**src/rtl/pc_fetch_unit_if.sv**
```systemverilog
// Instruction-memory request/acknowledge bus between the fetch stage and imem.
interface pc_fetch_unit_if;
  logic        imemReq;
  logic [31:0] imemAddr;
  logic        imemAck;
  logic [31:0] imemData;

  modport master (output imemReq, output imemAddr, input imemAck, input imemData);
  modport slave  (input imemReq, input imemAddr, output imemAck, output imemData);
endinterface

```
**src/rtl/pc_fetch_unit.sv**
```systemverilog
// Fetch/PC stage: walks the PC, fetches over imem req/ack, hands one instruction
// at a time to decode and applies branch and exception redirects.
module pc_fetch_unit #(
  parameter logic [31:0] RESET_VECTOR = 32'h0000_0000,
  parameter logic [31:0] EXC_VECTOR   = 32'h0000_0180
) (
  input  logic                    clk,
  input  logic                    rst,
  input  logic                    shouldUseNewPC,
  input  logic [31:0]             branchTo,
  input  logic                    exceptionRedirect,
  input  logic                    stall,
  pc_fetch_unit_if.master         imem,
  output logic                    instrValid,
  output logic [31:0]             instruction,
  output logic [31:0]             pcAddress,
  output logic                    misaligned
);

  typedef enum logic [1:0] {BOOT, FETCH, HOLD} state_t;

  state_t      state_q;
  logic [31:0] fetch_pc_q;
  logic        drop_q;
  logic        req_q;
  logic [31:0] addr_q;
  logic        valid_q;
  logic [31:0] instr_q;
  logic [31:0] pcaddr_q;
  logic        mis_q;

  logic [31:0] pc_plus4_d;
  logic [31:0] next_pc_d;

  assign pc_plus4_d = fetch_pc_q + 32'd4;
  // fetch_pc already points past the held instruction; only a taken branch moves it
  assign next_pc_d  = shouldUseNewPC ? {branchTo[31:2], 2'b00} : fetch_pc_q;

  always_ff @(posedge clk or negedge rst) begin
    if (!rst) begin
      state_q    <= BOOT;
      fetch_pc_q <= RESET_VECTOR;
      drop_q     <= 1'b0;
      req_q      <= 1'b0;
      addr_q     <= 32'h0;
      valid_q    <= 1'b0;
      instr_q    <= 32'h0;
      pcaddr_q   <= 32'h0;
      mis_q      <= 1'b0;
    end else begin
      mis_q <= 1'b0;
      case (state_q)
        BOOT: begin
          state_q <= FETCH;
          req_q   <= 1'b1;
          addr_q  <= fetch_pc_q;
        end
        FETCH: begin
          if (imem.imemAck) begin
            if (drop_q || exceptionRedirect) begin
              // squashed response: re-issue immediately at the exception vector
              drop_q     <= 1'b0;
              fetch_pc_q <= EXC_VECTOR;
              addr_q     <= EXC_VECTOR;
            end else begin
              instr_q    <= imem.imemData;
              pcaddr_q   <= pc_plus4_d;
              fetch_pc_q <= pc_plus4_d;
              valid_q    <= 1'b1;
              req_q      <= 1'b0;
              state_q    <= HOLD;
            end
          end else if (exceptionRedirect) begin
            drop_q <= 1'b1;
          end
        end
        HOLD: begin
          if (exceptionRedirect) begin
            valid_q    <= 1'b0;
            fetch_pc_q <= EXC_VECTOR;
            addr_q     <= EXC_VECTOR;
            req_q      <= 1'b1;
            state_q    <= FETCH;
          end else if (!stall) begin
            valid_q    <= 1'b0;
            fetch_pc_q <= next_pc_d;
            addr_q     <= next_pc_d;
            req_q      <= 1'b1;
            mis_q      <= shouldUseNewPC && (branchTo[1:0] != 2'b00);
            state_q    <= FETCH;
          end
        end
        default: state_q <= BOOT;
      endcase
    end
  end

  assign imem.imemReq  = req_q;
  assign imem.imemAddr = addr_q;
  assign instrValid    = valid_q;
  assign instruction   = instr_q;
  assign pcAddress     = pcaddr_q;
  assign misaligned    = mis_q;

endmodule

```
**src/flat_wrapper.sv**
```systemverilog
// flat-port wrapper written by rule: the top's interface ports become plain ports
module pc_fetch_unit_flat 
#(
  parameter logic [31:0] RESET_VECTOR = 32'h0000_0000,
  parameter logic [31:0] EXC_VECTOR   = 32'h0000_0180
)
  (clk, rst, shouldUseNewPC, branchTo, exceptionRedirect, stall, instrValid, instruction, pcAddress, misaligned, imem_imemReq, imem_imemAddr, imem_imemAck, imem_imemData);
  pc_fetch_unit_if imem_i ();
  input  logic clk;
  input  logic rst;
  input  logic shouldUseNewPC;
  input  logic [31:0] branchTo;
  input  logic exceptionRedirect;
  input  logic stall;
  output logic instrValid;
  output logic [31:0] instruction;
  output logic [31:0] pcAddress;
  output logic misaligned;
  output wire logic [$bits(imem_i.imemReq)-1:0] imem_imemReq;
  output wire logic [$bits(imem_i.imemAddr)-1:0] imem_imemAddr;
  input wire logic [$bits(imem_i.imemAck)-1:0] imem_imemAck;
  input wire logic [$bits(imem_i.imemData)-1:0] imem_imemData;
  assign imem_imemReq = imem_i.imemReq;
  assign imem_imemAddr = imem_i.imemAddr;
  assign imem_i.imemAck = imem_imemAck;
  assign imem_i.imemData = imem_imemData;
  pc_fetch_unit #(.RESET_VECTOR(RESET_VECTOR), .EXC_VECTOR(EXC_VECTOR)) u_core (.clk(clk), .rst(rst), .shouldUseNewPC(shouldUseNewPC), .branchTo(branchTo), .exceptionRedirect(exceptionRedirect), .stall(stall), .imem(imem_i), .instrValid(instrValid), .instruction(instruction), .pcAddress(pcAddress), .misaligned(misaligned));
endmodule
```
**config.mk**
```make
export PLATFORM = sky130hd
export DESIGN_NAME = pc_fetch_unit_flat
export DESIGN_NICKNAME = d
export VERILOG_FILES = /design/src/rtl/pc_fetch_unit_if.sv /design/src/rtl/pc_fetch_unit.sv /design/src/flat_wrapper.sv
export SDC_FILE = /design/constraint.sdc
export NUM_CORES = 1
export LEC_CHECK = 0
export ABC_AREA = 1
export CAP_MARGIN = 10
export CORE_ASPECT_RATIO = 1.1
export CORE_MARGIN = 2
export CORE_UTILIZATION = 40
export DETAILED_ROUTE_END_ITERATION = 10
export PLACE_DENSITY = 0.77
export SYNTH_ARGS = -nofsm -noshare
export SYNTH_HDL_FRONTEND = slang
export SYNTH_SLANG_ARGS = --single-unit
```
**constraint.sdc**
```tcl
create_clock -name clk -period 4.7 [get_ports clk]
set_input_delay 0.94 -clock clk [delete_from_list [all_inputs] [get_ports clk]]
set_output_delay 0.94 -clock clk [all_outputs]
set_load 0.02 [all_outputs]
```
==> results of run 1 <==
-- layout make-up --
type                       instances  area (sq um)  area share [%]
clock buffer                      18           439            4.65
clock inverter                    14           198            2.09
inverter                          60           228            2.41
multi-input combinational        696          3200            33.9
sequential                       134          3350            35.5
tap                              234           293            3.10
timing repair buffer             174          1730            18.3
-- metrics by stage --
step	setup slack, ns	hold WS, ns	power [W]	area (sq um)
floorplan	2.83	0.474	0.00406	7020
global route	1.84	0.487	0.00719	9440
detailed placement	1.59	0.457	0.00529	8810
global placement	1.64	0.452	0.00522	8810
finish	2.00	0.465	0.00672	9440
CTS	2.04	0.471	0.00676	9440
-- worst max-delay path, stage by stage --
cell,delay (ns)
clkdlybuf4s50_1,0.49
inv_2,0.10
nand2_4,0.07
inv_4,0.24
nand2_2,0.14
o211ai_4,0.31
buf_4,0.42
nand2_1,0.11
a21boi_1,0.16
-- metal layers --
metal	up-vias	track usage [%]	wire length, um
li1	3263	-	-
met1	3125	28.6	8810
met2	221	35.3	9360
met3	21	5.02	1250
met4	0	6.17	291
met5	-	0	0
-- state kept, by name, indices dropped and copies added, names as in the netlist --
signal / count
u_core.instruction: 32
u_core.misaligned: 1
u_core.imem.imemAddr: 32
u_core.fetch_pc_q: 32
u_core.instrValid: 1
u_core.drop_q: 1
u_core.pcAddress: 32
u_core.imem.imemReq: 1
u_core.state_q: 2
-- path summary, 6_finish.rpt --
path	endpoint	slack, ns	cells past startpoint
setup reg to reg	u_core.fetch_pc_q[19]	2.14	9
setup / recovery	u_core.fetch_pc_q[19]	2.00	9
hold reg to reg	u_core.instruction[10]	0.47	2
max in group asynchronous	u_core.pcAddress[2]	3.09	2
min in group asynchronous	u_core.instruction[10]	0.66	1
hold / removal	u_core.instruction[10]	0.47	2
-- power breakdown --
part           leakage [nW]  internal, W  switching [W]
sequential             1.67      0.00169       0.000411
combinational          2.38      0.00130        0.00190
clock                 0.296     0.000905       0.000525
-- cell usage after synthesis (4+ instances only) --
| cell type | number |
|---|---|
| nand2_1 | 376 |
| nor2_2 | 6 |
| nor2_4 | 6 |
| o21ai_0 | 52 |
| xor2_1 | 13 |
| buf_2 | 15 |
| nor2_1 | 103 |
| inv_2 | 6 |
| dfrtp_1 | 134 |
| nand2_2 | 6 |
| inv_1 | 52 |
| o211ai_1 | 4 |
| a21boi_1 | 10 |
| a21oi_1 | 43 |
| clkbuf_1 | 14 |
| nand3_1 | 21 |
| a31oi_1 | 27 |
| ha_1 | 5 |
| buf_4 | 9 |
-- logic make-up (layout without fill, tap and decap cells) --
kind of cell	count (synthesis)	after routing	synth area share, %
fa+ha+maj	5	5	0.891
simple gates	531	531	31.1
flops	134	134	47.8
buf+inv	103	266	6.65
compound gates	147	147	12.0
xor+xnor	13	13	1.62
==> qor.csv, run 1 <==
metric;value;unit
finalHoldViolations;0;
clockRootBuffer;clkbuf_16;
dp_hpwl;13.6;mm
synth_seq_cells;134;
clkSinkCount;134;
cts_max_level;4;
die_area;18600;sq um
grt_pass1_wl;31.6;mm
ys.flop_type;dfrtp_1;
fin_crit_sh;57.5;%
gp_congestion;0.923;
rsz0062_at_grt;no;
layout.cells.most_common;nand2_1;
yosys-top-cells-area;dfrtp_1 48%, nand2_1 20%, nor2_1 5.5%;
worstPathMaxFanout;30;
dr.pass1.iters;4;
setup_violations;0;
synth_area_per_cell;7.52;sq um
utilization;55.3;%
wl_per_cell;14.8;um
ir_drop;0.000356;V
synth_top_area_share;47.8;%
min_from;u_core.instruction[10];
io_buffers;168;
hold_class;register to register;
min_period;2.70;ns
cts_setup_buffers;0;
status;complete, no violations;
power.density;712;nW/um^2
synth_cell_types;38;
ant_nets;0;
reg2reg_from;u_core.state_q[0];
grtUsageTotal;21.6;%
final_nets;1158;
crit_type;input pin to register;
drt_iter0_markers;439;
vias_per_cell;4.98;
ys_warn_count;0;
clkTransAtPathRegs;0.06;ns
maxSlewViolCount;0;
slew_headroom;28.8;%
dp_cells;1298;
die_w;130;um
clk_latency;0.42;ns
die_height;143;um
yosysTopAreaCell;dfrtp_1;
worst_pin_slew;1.07;ns
synth_fp_nets;1008;
cts_buffers;17;
ys_seq_area_share;47.8;%
drive_gt1_share;6.66;%
synth_edf_count;0;
wl;19.7;mm
cts_buffer_depth;2;
num_rows;50;
vias;6630;
fin_setup_tns;0;ns
grt_overflow;0;
syn_to_final_growth;34.5;%
mostFrequentLayoutCells;376 x nand2_1, 167 x clkdlybuf4s50_1, 134 x dfrtp_1;
syn-cell-area;7020;sq um
antenna_found_initial;0;
leakage;4.35;nW
postSynthCellCount;933;
fillers;1600;
core-area;17100;sq um
end_kind;register;
cp-start-kind;input pin;
ctsResizeCount;0;
fin_skew;0.00958;ns
cts_hold_buf;0;
grt_max_degree;114;
max_freq;370;MHz
cts_tree;yes;
startpoint;exceptionRedirect;
cp.arrival;3.00;ns
crit_required;4.99;ns
num_io_pins;169;
start_util;41.1;%
antenna_cells;0;
drc;0;
cap_violations;0;
layoutNonFillerInstCount;1330;
synth_async_sr_flop_share;100;%
grt_pass1_vias;6272;
Note: power is estimated with default switching activity, not from simulation.
==> run 2: changes to the inputs <==
==> constraint.sdc (replaced) <==
create_clock -name clk -period 2.75 [get_ports clk]
set_input_delay 0.55 -clock clk [delete_from_list [all_inputs] [get_ports clk]]
set_output_delay 0.55 -clock clk [all_outputs]
set_load 0.02 [all_outputs]
==> run 2 against run 1 <==
Worst setup slack worse by 1.5 ns. Final area is 0.99% higher. Sequential share of layout area down 0.35 points. Sequential power is 71% higher. Hold slack got worse by 0.39 ns. Highest routed layer unchanged. Die area unchanged. Combinational power rose by 75%. Core utilization is 0.55 points higher. Clock power up 64%. Critical path depth stayed put. Final cell count up 0.75%. Global-route usage increased by 0.46 points. Largest power group unchanged.
==> qor.csv, run 2 (same netlist as run 1, synthesis figures left out) <==
metric;value;unit;change
antenna_cells;0;;unchanged
fin_setup_tns;0;ns;unchanged
grt_overflow;0;;unchanged
vias_per_cell;4.98;;about the same
setup_violations;0;;unchanged
cap_violations;0;;unchanged
dr.pass1.iters;5;;+1
crit_type;register to register;;
fillers;1563;;-2.3%
drt_iter0_markers;520;;+18%
crit_required;3.05;ns;-1.94 ns
start_util;41.1;%;unchanged
slew_headroom;51.7;%;+23 points
power.density;1210;nW/um^2;+70%
hold_class;input pin to async pin;;
status;complete, no violations;;
die_height;143;um;unchanged
path_cells;inv_1, ha_1, nand2_4, inv_4, nand2_2, o211ai_4, buf_4, nand2_1, a21boi_1;;
cts_buffer_depth;2;;unchanged
drc;0;;unchanged
die_area;18600;sq um;unchanged
dp_hpwl;14.2;mm;+4.5%
final_area;9540;sq um;+0.99%
ctsResizeCount;0;;unchanged
clockRootBuffer;clkbuf_16;;
dp_cells;1308;;+0.77%
clkSinkCount;134;;unchanged
finalHoldViolations;0;;unchanged
layoutNonFillerInstCount;1340;;+0.75%
min_period;2.24;ns;
core-area;17100;sq um;unchanged
multi_input_area;3200;sq um;unchanged
cts_tree;yes;;
ir_drop;0.000661;V;+86%
cts_setup_buffers;0;;unchanged
antenna_found_initial;0;;unchanged
num_io_pins;169;;unchanged
grt_pass1_vias;6321;;+0.78%
cts_max_level;4;;unchanged
max_freq;446;MHz;
io_buffers;168;;unchanged
gp_congestion;0.899;;-2.6%
wl;19.9;mm;+0.89%
worstPathMaxFanout;27;;-10%
cp.arrival;2.54;ns;-0.46 ns
vias;6679;;+0.74%
ant_nets;0;;unchanged
cp_slowest_cell;ha_1;;
end_kind;register;;
seqCellArea;3350;sq um;unchanged
grt_pass1_wl;32.2;mm;+2.0%
cts_hold_buf;0;;unchanged
fin_skew;0.00723;ns;-0.00235 ns
cts_buffers;17;;unchanged
drive_gt1_share;7.50;%;+0.84 points
maxSlewViolCount;0;;unchanged
wl_per_cell;14.8;um;+0.14%
placed_area;8920;sq um;+1.3%
cp-start-kind;register;;
num_rows;50;;unchanged
clk_latency;0.42;ns;about the same
worst_pin_slew;0.724;ns;-0.342 ns
leakage;4.41;nW;+1.3%
grtUsageTotal;22.0;%;+0.46 points
mostFrequentLayoutCells;376 x nand2_1, 167 x clkdlybuf4s50_1, 134 x dfrtp_1;;
utilization;55.8;%;+0.55 points
rsz0062_at_grt;no;;
die_w;130;um;unchanged
fin_crit_sh;81.5;%;
grt_max_degree;59;;-48%
final_nets;1168;;+0.86%
syn_to_final_growth;35.9;%;
clkTransAtPathRegs;0.06;ns;about the same
critPathMaxStageDelay;0.41;ns;-0.08 ns
layout.cells.most_common;nand2_1;;
==> run 2: path summary, 6_finish.rpt <==
check	slack, ns	startpoint	depth (start not counted)	endpoint
min	0.08	rst	1	u_core.instruction[4]
min reg2reg	0.47	u_core.instruction[0]	2	u_core.instruction[0]
max reg2reg	0.51	u_core.state_q[0]	9	u_core.fetch_pc_q[21]
max	0.51	u_core.state_q[0]	9	u_core.fetch_pc_q[21]
min in group clk	0.47	u_core.instruction[0]	2	u_core.instruction[0]
max in group asynchronous	1.99	rst	2	u_core.fetch_pc_q[1]
==> run 2: metal layers <==
layer  GRT usage [%]  share of wire, %  up-vias
met5               0                 0        -
met4            4.75              0.86        0
met3            5.43               7.4       22
met2            36.1                47      256
met1            29.6                44     3111
li1                -                 -     3290
==> run 2: cell type report <==
| cell class | count | area share (%) |
|---|---|---|
| flip-flops and latches | 134 | 35.2 |
| multi-input cells | 696 | 33.6 |
| repair buffers | 184 | 19.3 |
| clock buffers | 20 | 4.89 |
| well taps | 234 | 3.07 |
| inverters | 60 | 2.39 |
| clock inverters | 12 | 1.59 |
==> run 2: through the flow <==
step | total power [W] | hold WS, ns | setup slack, ns
2_1_floorplan | 0.00694 | 0.254 | 1.12
3_3_place_gp | 0.00904 | 0.453 | 0.444
3_5_place_dp | 0.00918 | 0.457 | 0.379
4_1_cts | 0.0116 | 0.0811 | 0.554
5_1_grt | 0.0123 | 0.0999 | 0.372
6_report | 0.0115 | 0.0780 | 0.510
==> run 2: critical path: cells and delay by family, from the launching register on <==
family,cells,cell delay [ns]
AO/OA/AOI/OAI,2,0.26
adder cells (fa/ha/maj),1,0.41
buffers and inverters,3,0.68
flip-flops,1,0.40
AND/OR/NAND/NOR,3,0.36
==> run 2: power breakdown <==
part           total [W]  internal (W)  switching [W]
clock network    0.00235       0.00149       0.000855
registers        0.00359       0.00288       0.000710
logic            0.00558       0.00230        0.00328
total             0.0115       0.00667        0.00485
==> run 3: changes to the inputs <==
==> constraint.sdc (replaced) <==
create_clock -name clk -period 2.2 [get_ports clk]
set_input_delay 0.44 -clock clk [delete_from_list [all_inputs] [get_ports clk]]
set_output_delay 0.44 -clock clk [all_outputs]
set_load 0.02 [all_outputs]
==> run 3 against run 2 <==
Global-route usage grew 0.52 points. Maximum frequency grew 13%. Flip-flop and latch count is the same. Core utilization grew 0.56 points. Count of clock-buffer cells in the layout grew 2. Final area grew 1.0%. Critical path depth shrank 1. Wire length grew 1.5%. First-iteration DRC count shrank 13%. Combinational power grew 29%. Largest power group unchanged.
==> qor.csv, run 3 (same netlist as run 1, synthesis figures left out) <==
metric;value;unit;change
worst_pin_slew;0.498;ns;-0.227 ns
min_period;1.98;ns;-0.260 ns
fin_setup_tns;0;ns;unchanged
clockRootBuffer;clkbuf_16;;
fin_skew;0.0107;ns;+0.00342 ns
grt_pass1_wl;32.8;mm;+1.8%
fin_ws;0.219;ns;-0.290 ns
setup_violations;0;;unchanged
power.density;1510;nW/um^2;+25%
cts_max_level;4;;unchanged
leakage;4.47;nW;+1.4%
dp_cells;1320;;+0.92%
wl;20.2;mm;+1.5%
grt_max_degree;53;;-10%
cts_setup_buffers;0;;unchanged
grt_overflow;0;;unchanged
layoutNonFillerInstCount;1353;;+0.97%
fin_crit_sh;90.0;%;+8.6 points
vias_per_cell;4.96;;-0.40%
vias;6717;;+0.57%
max_freq;505;MHz;+13%
crit_required;2.51;ns;-0.54 ns
cts_buffer_depth;2;;unchanged
die_area;18600;sq um;unchanged
syn_to_final_growth;37.2;%;
crit_type;register to register;;
end_kind;register;;
drc;0;;unchanged
status;complete, no violations;;
final_nets;1181;;+1.1%
wl_per_cell;14.9;um;+0.55%
place_ws;0.0467;ns;-0.333 ns
num_io_pins;169;;unchanged
finalHoldViolations;0;;unchanged
gp_congestion;0.905;;+0.67%
io_buffers;168;;unchanged
start_util;41.1;%;unchanged
layout.cells.most_common;nand2_1;;
cp.arrival;2.29;ns;-0.25 ns
drive_gt1_share;8.13;%;+0.63 points
clkTransAtPathRegs;0.05;ns;about the same
cap_violations;0;;unchanged
dp_hpwl;14.8;mm;+4.2%
rsz0062_at_grt;no;;
maxSlewViolCount;0;;unchanged
drt_iter0_markers;454;;-13%
placed_area;9050;sq um;+1.4%
hold_class;register to register;;
cp-start-kind;register;;
final_area;9630;sq um;+1.0%
antenna_found_initial;0;;unchanged
worstPathMaxFanout;7;;-74%
antenna_cells;0;;unchanged
grtUsageTotal;22.5;%;+0.52 points
die_w;130;um;unchanged
die_height;143;um;unchanged
slew_headroom;66.8;%;+15 points
ant_nets;0;;unchanged
clkSinkCount;134;;unchanged
dr.pass1.iters;5;;unchanged
ir_drop;0.000845;V;+28%
cts_tree;yes;;
clk_latency;0.42;ns;about the same
utilization;56.4;%;+0.56 points
grt_pass1_vias;6577;;+4.0%
num_rows;50;;unchanged
cts_buffers;17;;unchanged
mostFrequentLayoutCells;376 x nand2_1, 167 x clkdlybuf4s50_1, 134 x dfrtp_1;;
core-area;17100;sq um;unchanged
==> run 3: final timing paths <==
path,start,end,slack (ns),cells past startpoint
hold reg to reg,u_core.instruction[30],u_core.instruction[30],0.47,2
setup reg to reg,u_core.state_q[0],u_core.fetch_pc_q[0],0.22,8
max in group asynchronous,rst,u_core.pcAddress[9],1.01,3
min in group asynchronous,rst,u_core.instruction[2],0.55,2
setup / recovery,u_core.state_q[0],u_core.fetch_pc_q[0],0.22,8
hold / removal,u_core.instruction[30],u_core.instruction[30],0.47,2
==> run 3: worst max-delay path, cell delays in order (launching register included) <==
cell and delay, ns:
dfrtp_1 0.39, inv_1 0.11, ha_2 0.31, inv_1 0.09
nand2_1 0.18, clkinv_1 0.21, nor4_1 0.35, buf_4 0.18
nor2_1 0.03
==> run 3: layout make-up <==
class                           instances  area, sq um
Inverter                               60          228
Sequential cell                       134         3350
Fill cell                            1574         7450
Multi-Input combinational cell        696         3210
Clock buffer                           22          444
Tap cell                              234          293
Timing Repair Buffer                  197         1980
Clock inverter                         10          130
==> run 3: per-layer routing <==
layer  track usage (%)  vias to the layer above  share of wire [%]
met2              36.8                      269                 46
met5                 0                        -                  0
met3              4.61                       33                7.7
met4              7.81                        0                2.0
met1              29.8                     3118                 44
li1                  -                     3297                  -
==> run 3: timing repair <==
action                     4_1_cts  5_1_grt
gates resized for setup          0        1
hold buffers                     1        0
setup endpoints to repair        0        2
hold endpoints to repair        50        0
==> run 3: stage by stage <==
stage,hold WS [ns],total power (W)
after CTS,0.471,0.0146
after global placement,0.428,0.0115
after detailed placement,0.431,0.0117
after floorplan,0.144,0.00868
final,0.467,0.0145
after global routing,0.480,0.0155
==> run 3: power breakdown <==
group          switching, W  internal [W]
clock network       0.00103       0.00177
registers          0.000900       0.00361
logic               0.00415       0.00305
total               0.00609       0.00842
